**src/rtl/dct_pkg.sv**
```systemverilog
// Shared definitions for the DCT transpose stage: block size, counter width
// and the transpose scheduler state encoding.
package dct_pkg;

  localparam int unsigned DCT_N     = 8;
  localparam int unsigned DCT_CNT_W = 16;

  typedef enum logic [1:0] {
    TP_IDLE  = 2'd0,
    TP_RUN   = 2'd1,
    TP_DRAIN = 2'd2,
    TP_DONE  = 2'd3
  } tp_state_t;

endpackage

```
**src/rtl/tp_pingpong_ptr.sv**
```systemverilog
// Row/column index counter with a ping-pong bank bit; the wrap strobe marks
// the access to the last index of a block.
module tp_pingpong_ptr
  import dct_pkg::*;
#(
  parameter int unsigned N = DCT_N
) (
  input  logic                 i_clk,
  input  logic                 i_rst,
  input  logic                 i_clr,
  input  logic                 i_adv,
  output logic [$clog2(N)-1:0] o_idx,
  output logic                 o_bank,
  output logic                 o_wrap_c
);

  localparam int unsigned        IDX_W = $clog2(N);
  localparam logic [IDX_W-1:0]   LAST  = IDX_W'(N - 1);

  assign o_wrap_c = i_adv && (o_idx == LAST);

  always_ff @(posedge i_clk) begin
    if (i_rst || i_clr) begin
      o_idx  <= '0;
      o_bank <= 1'b0;
    end else if (i_adv) begin
      if (o_wrap_c) begin
        o_idx  <= '0;
        o_bank <= ~o_bank;
      end else begin
        o_idx <= o_idx + IDX_W'(1);
      end
    end
  end

endmodule

```
**src/rtl/transpose_scheduler.sv**
```systemverilog
// Sequencer for the 8x8 ping-pong transpose buffer: row writes in, column
// reads out, per-bank full tracking and per-frame block accounting.
module transpose_scheduler
  import dct_pkg::*;
#(
  parameter int unsigned N     = DCT_N,
  parameter int unsigned CNT_W = DCT_CNT_W
) (
  input  logic                 i_clk,
  input  logic                 i_rst,
  input  logic                 i_start,
  input  logic [CNT_W-1:0]     i_num_blocks,
  input  logic                 i_in_valid,
  output logic                 o_in_ready,
  output logic                 o_wr_en,
  output logic                 o_wr_bank,
  output logic [$clog2(N)-1:0] o_wr_row,
  input  logic                 i_out_ready,
  output logic                 o_rd_en,
  output logic                 o_rd_bank,
  output logic [$clog2(N)-1:0] o_rd_col,
  output logic                 o_out_valid,
  output logic                 o_busy,
  output logic                 o_done,
  output logic [CNT_W-1:0]     o_blocks_out
);

  tp_state_t        state;
  tp_state_t        state_nxt;
  logic [CNT_W-1:0] num;
  logic [CNT_W-1:0] blocks_in;
  logic [1:0]       full;
  logic             start_go_c;
  logic             wr_wrap_c;
  logic             rd_wrap_c;
  logic             active_c;

  assign active_c   = (state == TP_RUN) || (state == TP_DRAIN);
  assign start_go_c = (state == TP_IDLE) && i_start && (i_num_blocks != '0);

  assign o_in_ready = (state == TP_RUN) && !full[o_wr_bank] && (blocks_in < num);
  assign o_wr_en    = i_in_valid && o_in_ready;
  assign o_rd_en    = active_c && full[o_rd_bank] && i_out_ready;
  assign o_busy     = (state != TP_IDLE);
  assign o_done     = (state == TP_DONE);

  tp_pingpong_ptr #(.N(N)) u_wr_ptr (
    .i_clk    (i_clk),
    .i_rst    (i_rst),
    .i_clr    (start_go_c),
    .i_adv    (o_wr_en),
    .o_idx    (o_wr_row),
    .o_bank   (o_wr_bank),
    .o_wrap_c (wr_wrap_c)
  );

  tp_pingpong_ptr #(.N(N)) u_rd_ptr (
    .i_clk    (i_clk),
    .i_rst    (i_rst),
    .i_clr    (start_go_c),
    .i_adv    (o_rd_en),
    .o_idx    (o_rd_col),
    .o_bank   (o_rd_bank),
    .o_wrap_c (rd_wrap_c)
  );

  always_ff @(posedge i_clk) begin
    if (i_rst) begin
      state <= TP_IDLE;
    end else begin
      state <= state_nxt;
    end
  end

  // DRAIN exits while the last column's data is still presenting, so DONE
  // follows the final read by two cycles.
  always_comb begin
    state_nxt = state;
    case (state)
      TP_IDLE:  if (i_start) state_nxt = (i_num_blocks == '0) ? TP_DONE : TP_RUN;
      TP_RUN:   if (blocks_in == num) state_nxt = TP_DRAIN;
      TP_DRAIN: if ((o_blocks_out == num) && !o_rd_en) state_nxt = TP_DONE;
      TP_DONE:  state_nxt = TP_IDLE;
      default:  state_nxt = TP_IDLE;
    endcase
  end

  // Full flags and block counters; the two banks can be set and cleared together.
  always_ff @(posedge i_clk) begin
    if (i_rst) begin
      num          <= '0;
      blocks_in    <= '0;
      o_blocks_out <= '0;
      full         <= 2'b00;
      o_out_valid  <= 1'b0;
    end else begin
      o_out_valid <= o_rd_en;
      if (start_go_c) begin
        num          <= i_num_blocks;
        blocks_in    <= '0;
        o_blocks_out <= '0;
        full         <= 2'b00;
      end else begin
        if (wr_wrap_c) begin
          full[o_wr_bank] <= 1'b1;
          blocks_in       <= blocks_in + CNT_W'(1);
        end
        if (rd_wrap_c) begin
          full[o_rd_bank] <= 1'b0;
          o_blocks_out    <= o_blocks_out + CNT_W'(1);
        end
      end
    end
  end

endmodule

```
**config.mk**
```make
export PLATFORM = sky130hd
export DESIGN_NAME = transpose_scheduler
export DESIGN_NICKNAME = d
export VERILOG_FILES = /design/src/rtl/dct_pkg.sv /design/src/rtl/tp_pingpong_ptr.sv /design/src/rtl/transpose_scheduler.sv
export SDC_FILE = /design/constraint.sdc
export NUM_CORES = 1
export LEC_CHECK = 0
export ABC_AREA = 1
export ABC_CLOCK_PERIOD_IN_PS = 2400
export BUFFER_PORTS_ARGS = -buffer_cell sky130_fd_sc_hd__buf_2
export CORE_ASPECT_RATIO = 0.7
export CORE_MARGIN = 4
export CORE_UTILIZATION = 55
export CTS_CLUSTER_DIAMETER = 100
export DETAILED_ROUTE_END_ITERATION = 8
export PLACE_DENSITY = 0.8
export SYNTH_ARGS = -nofsm -noshare
export SYNTH_HDL_FRONTEND = slang
export SYNTH_SLANG_ARGS = --single-unit
export TNS_END_PERCENT = 10
```
**constraint.sdc**
```tcl
create_clock -name i_clk -period 2.4 [get_ports i_clk]
set_clock_uncertainty 0.2 [all_clocks]
set_input_delay 0.24 -clock i_clk [delete_from_list [all_inputs] [get_ports i_clk]]
set_output_delay 0.24 -clock i_clk [all_outputs]
set_load 0.05 [all_outputs]
```
# Yosys cells after proc, flatten, opt, wreduce, memory -nomap -nowiden
# Cells that the tools add are included.
[totals] reg_bits=61 out_inout_bits=30 elab_cells=77
[op_classes] n_addsub=4 order_cmp=5 eq_ne=10 n_mux=19 bitwise_logic=5 reduce_logical=24
[ops] cell="$add A16 B1 Y16 const B" count=2
[ops] cell="$eq A16 B16 Y1" count=2
[ops] cell="$logic_not A16 Y1" count=1
[ops] cell="$lt A16 B16 Y1" count=1
[ops] cell="$mux W2" count=8
[ops] cell="$reduce_bool A16 Y1" count=1
[ops] cell="$logic_and A1 B1 Y1" count=12
[ops] cell="$pmux W2 S4" count=1
[ops] cell="$add A3 B1 Y3 const B" count=2
[ops] cell="$eq A3 B3 Y1 const B" count=2
[ops] cell="$mux W1" count=6
[ops] cell="$mux W3" count=2
[ops] cell="$eq A2 B2 Y1 const B" count=2
[ops] cell="$lt A1 B2 Y1 const B" count=2
[ops] cell="$ne A2 B1 Y1 const B" count=2
[ops] cell="$reduce_and A2 Y1" count=2
[ops] cell="$reduce_and A3 Y1" count=1
[ops] cell="$and A2 B2 Y2" count=1
[ops] cell="$demux W1 S1" count=2
[ops] cell="$eq A2 B1 Y1 const B" count=1
[ops] cell="$ge A1 B1 Y1 const B" count=2
[ops] cell="$logic_not A1 Y1" count=2
[ops] cell="$logic_not A2 Y1" count=1
[ops] cell="$logic_or A1 B1 Y1" count=2
[ops] cell="6 further kinds" count=7

# Longest topological paths before layout
[depth] depth_word=12 ltp_mapped=15 ltp_nobuf=14

# Hierarchy
# Synthesis repeated with hierarchy kept, for this count alone.
[unflattened] hier_cells=469 hier_area_um2=3452.1
[by_module_without_submodules] mod="transpose_scheduler" instances=1 cells_per_inst=417 area_each_um2=3069.2
[by_module_without_submodules] mod="tp_pingpong_ptr" instances=2 cells_per_inst=26 area_each_um2=191.4

# Least setup slack after synthesis
# No wires, ideal clock.
[synth_path] path_kind="reg2out" start="reg u_wr_ptr.o_bank" end="out o_wr_en" t_arrival_ps=1714 setup_slack_ps=246 path_stages_with_launch=9 n_path_buf=0 cell_sequence="dfxtp_1 nand2_1 o21ai_0 nand2_1 nor2_1 nand2_1 a21oi_4 nand2_1 inv_1"
[synth_between] elab_chain_len=6
[synth_lines] element="start, declared" line_no="tp_pingpong_ptr.sv:13" source="output logic o_bank,"
[synth_lines] element="start signal, assigned" line_no="tp_pingpong_ptr.sv:29" source="o_bank <= ~o_bank;"
[synth_lines] element="$mux W1 (not written as such) (2 in a row)" line_no="transpose_scheduler.sv:41" source="assign o_in_ready = (state == TP_RUN) && !full[o_wr_bank] && (blocks_in < num);"
[synth_lines] element="$logic_not A1 Y1" line_no="transpose_scheduler.sv:41"
[synth_lines] element="$logic_and A1 B1 Y1 (2 in a row)" line_no="transpose_scheduler.sv:41"
[synth_lines] element="$logic_and A1 B1 Y1" line_no="transpose_scheduler.sv:42" source="assign o_wr_en = i_in_valid && o_in_ready;"
[synth_lines] element="end, declared" line_no="transpose_scheduler.sv:15" source="output logic o_wr_en,"
# Every way passes these cells. The select of a mux whose other input is x is not followed.

# Final worst setup path
[layout_path] start="reg num[2]" end="out o_wr_en"
[layout_between] elab_chain_len=3
[layout_lines] element="start, declared" line_no="transpose_scheduler.sv:30" source="logic [CNT_W-1:0] num;"
[layout_lines] element="start signal, assigned" line_no="transpose_scheduler.sv:99" source="num <= i_num_blocks;"
[layout_lines] element="$lt A16 B16 Y1" line_no="transpose_scheduler.sv:41"
[layout_lines] element="$logic_and A1 B1 Y1" line_no="transpose_scheduler.sv:41"
[layout_lines] element="$logic_and A1 B1 Y1" line_no="transpose_scheduler.sv:42"
# Every way passes these cells.

==> qor.csv <==
metric,value,unit
status,"complete, no violations",
Inserted Clock Buffers,9,
worst skew pair latency,350,ps
Via density,5.49,
yosys warns,0,
CTS root buf,clkbuf_8,
Yosys cell types,34,
Worst Setup Path Type,register to primary output,
top-count cell post-synth,nand2_1,
crit path DAT,1920,ps
largest net degree at the start of global routing,33,
RSZ-0062 raised after global routing,true,
Crit path required time,1960,ps
ys flop type,dfxtp_1,
number of antenna violations at the first check in global routing,0,
synthesized flop and latch total,61,
final cell count without fillers,710,
Clock Sinks,61,
endpoints failing hold,0,
clock transition at the registers of the reported paths,70,ps
maximum clock path buffer count,2,
ranking of synthesized cells by area,"dfxtp_1, nand2_1, ha_1",
Post-synth EDFFs,0,
Final min period,2360,ps
Routed WL per cell,14.8,µm
Tcrit/Tclk final,0.984,
RD Place Congestion,0.961,
Routed Antenna Nets,0,
Max Slew Vio Count,0,
fin util,0.724,
post-synthesis sequential area ratio,0.327,
DRC Markers,0,
final setup fails,0,
CP max-delay cell,dfxtp_2,
Hold WS,5.35,ps
Synthesized Nets,590,
"Cell Area, Placed",0.00409,mm²
Pwr Total,3.63,mW
Leak Pwr,2.00,nW
die height,76.9,µm
ys async rst share,0,
Core Rows,24,
Worst setup SP type,register,
post-synthesis cell count,542,
CTS tree,done,
Placeable Area,0.00640,mm²
worst min path class,primary input to register,
initial core utilization,0.584,
final design instance area without fill,0.00463,mm²
Power per Cell Area,785,mW/mm²
synthesized area,0.00373,mm²
cell mode on critical path,nand2_1,
CP max FO,3,
Nets,662,
Port Buf Inserts,50,
maxcap violations,0,
post-DP HPWL,7610,µm
DIE AREA,0.00819,mm²
first-pass GRT wire length,16600,µm
violation count after the first detailed-route iteration,294,
Slew Limit Headroom,0.633,
fmax,423,MHz
setup_tns,0,ps
final WL,10500,µm
"Largest stage delay, worst path",340,ps
syn_area_per_cell,6.89,µm²
vias in the first global route,3525,
Die Span X,106,µm
area delta synth->final,24.0,%
Yosys top cell area share,0.327,
share of layout cells above drive strength 1,0.221,
Slew @ Worst Pin,547,ps
Post-synth top cells,"nand2_1, nor2_1, inv_1",
drt pass-1 iters,5,
n_diodes,0,
DR vias,3895,
placed cell count,681,
maximum VDD drop,0.000480,V
final setup margin,37.4,ps
all-layer global routing usage,0.253,
DP Worst Slack,115,ps
H-tree depth reported by CTS,3,
crit path cell chain,"inv_1, ha_1, nand2_1, inv_1, nand2_1, nand2_1, nand2_1, nand2_2, a21oi_4, nand2_2, inv_2, buf_8",
Worst Setup End Kind,primary output,
IO Pins,51,
post-synth top area cell,dfxtp_1,
remaining global-route overflow,0,
## cell families (layout without fill, tap and decap cells)
logic type	Yosys count	in the layout	synth area share
compound gates	84	84	0.119
xor+xnor	29	29	0.0680
fa+ha+maj	27	27	0.0905
buf+inv	84	161	0.0975
flops	61	61	0.327
simple gates	257	257	0.298
## path summary, 6_finish.rpt
kind | end | startpoint | slack (ps) | cells past startpoint
setup / recovery | o_wr_en | num[2] | 40 | 12
hold / removal | num[14] | i_num_blocks[14] | 5 | 3
setup reg to reg | state[1] | num[15] | 170 | 11
hold reg to reg | u_rd_ptr.o_idx[2] | u_rd_ptr.o_idx[2] | 280 | 2
## where the power goes
| group | internal [mW] | leakage, nW | total [mW] | switching (mW) |
|---|---|---|---|---|
| registers | 1.13 | 0.503 | 1.20 | 0.0791 |
| clock network | 0.797 | 0.131 | 1.23 | 0.430 |
| logic | 0.453 | 1.36 | 1.20 | 0.748 |
| total | 2.38 | 2.00 | 3.63 | 1.26 |
## per-layer routing
layer,track usage,part of all wire,vias to the layer above
li1,-,-,1893
met1,0.346,0.45,1797
met2,0.394,0.45,186
met3,0.0596,0.089,19
met4,0.0868,0.013,0
met5,0,0,-
## critical path, delay by kind of cell, from the launching register on
kind	cells	cell delay, ps
AO/OA/AOI/OAI	1	200
adder cells (fa/ha/maj)	1	310
AND/OR/NAND/NOR	6	410
buffers and inverters	4	320
flip-flops	1	340
## state kept, by name, indices dropped and copies added, names as in the netlist
| name | flops |
|---|---|
| blocks_in | 16 |
| num | 16 |
| o_blocks_out | 16 |
| u_rd_ptr.o_idx | 3 |
| u_wr_ptr.o_idx | 3 |
| full | 2 |
| state | 2 |
| o_out_valid | 1 |
| u_rd_ptr.o_bank | 1 |
| u_wr_ptr.o_bank | 1 |
## cells in the final DEF (no fill, tap or decap), types with 14 or more instances in the layout
cell type,count
nand2_1,119
nor2_1,71
inv_1,61
a21oi_1,47
buf_2,47
dfxtp_1,42
nand4_1,27
o21ai_0,24
buf_4,21
ha_1,20
nand3_1,19
dfxtp_2,19
xnor2_1,15
xor2_1,14
## repair_timing
action | CTS | global route
cloned | 0 | 0
pin swaps | 5 | 6
endpoints found under the hold margin | 4 | 0
buffers inserted | 4 | 5
resized for setup | 22 | 29
setup endpoints to repair | 3 | 24
hold buffers | 4 | 0
## cell type report
| cell class | instances | area, µm² |
|---|---|---|
| clock buffer | 10 | 128 |
| inverter | 69 | 265 |
| multi-input combinational | 397 | 2260 |
| tap | 91 | 114 |
| timing repair buffer | 76 | 485 |
| clock inverter | 6 | 134 |
| sequential | 61 | 1240 |
| fill | 520 | 1770 |
No activity file was read; power rests on OpenSTA's default activity.
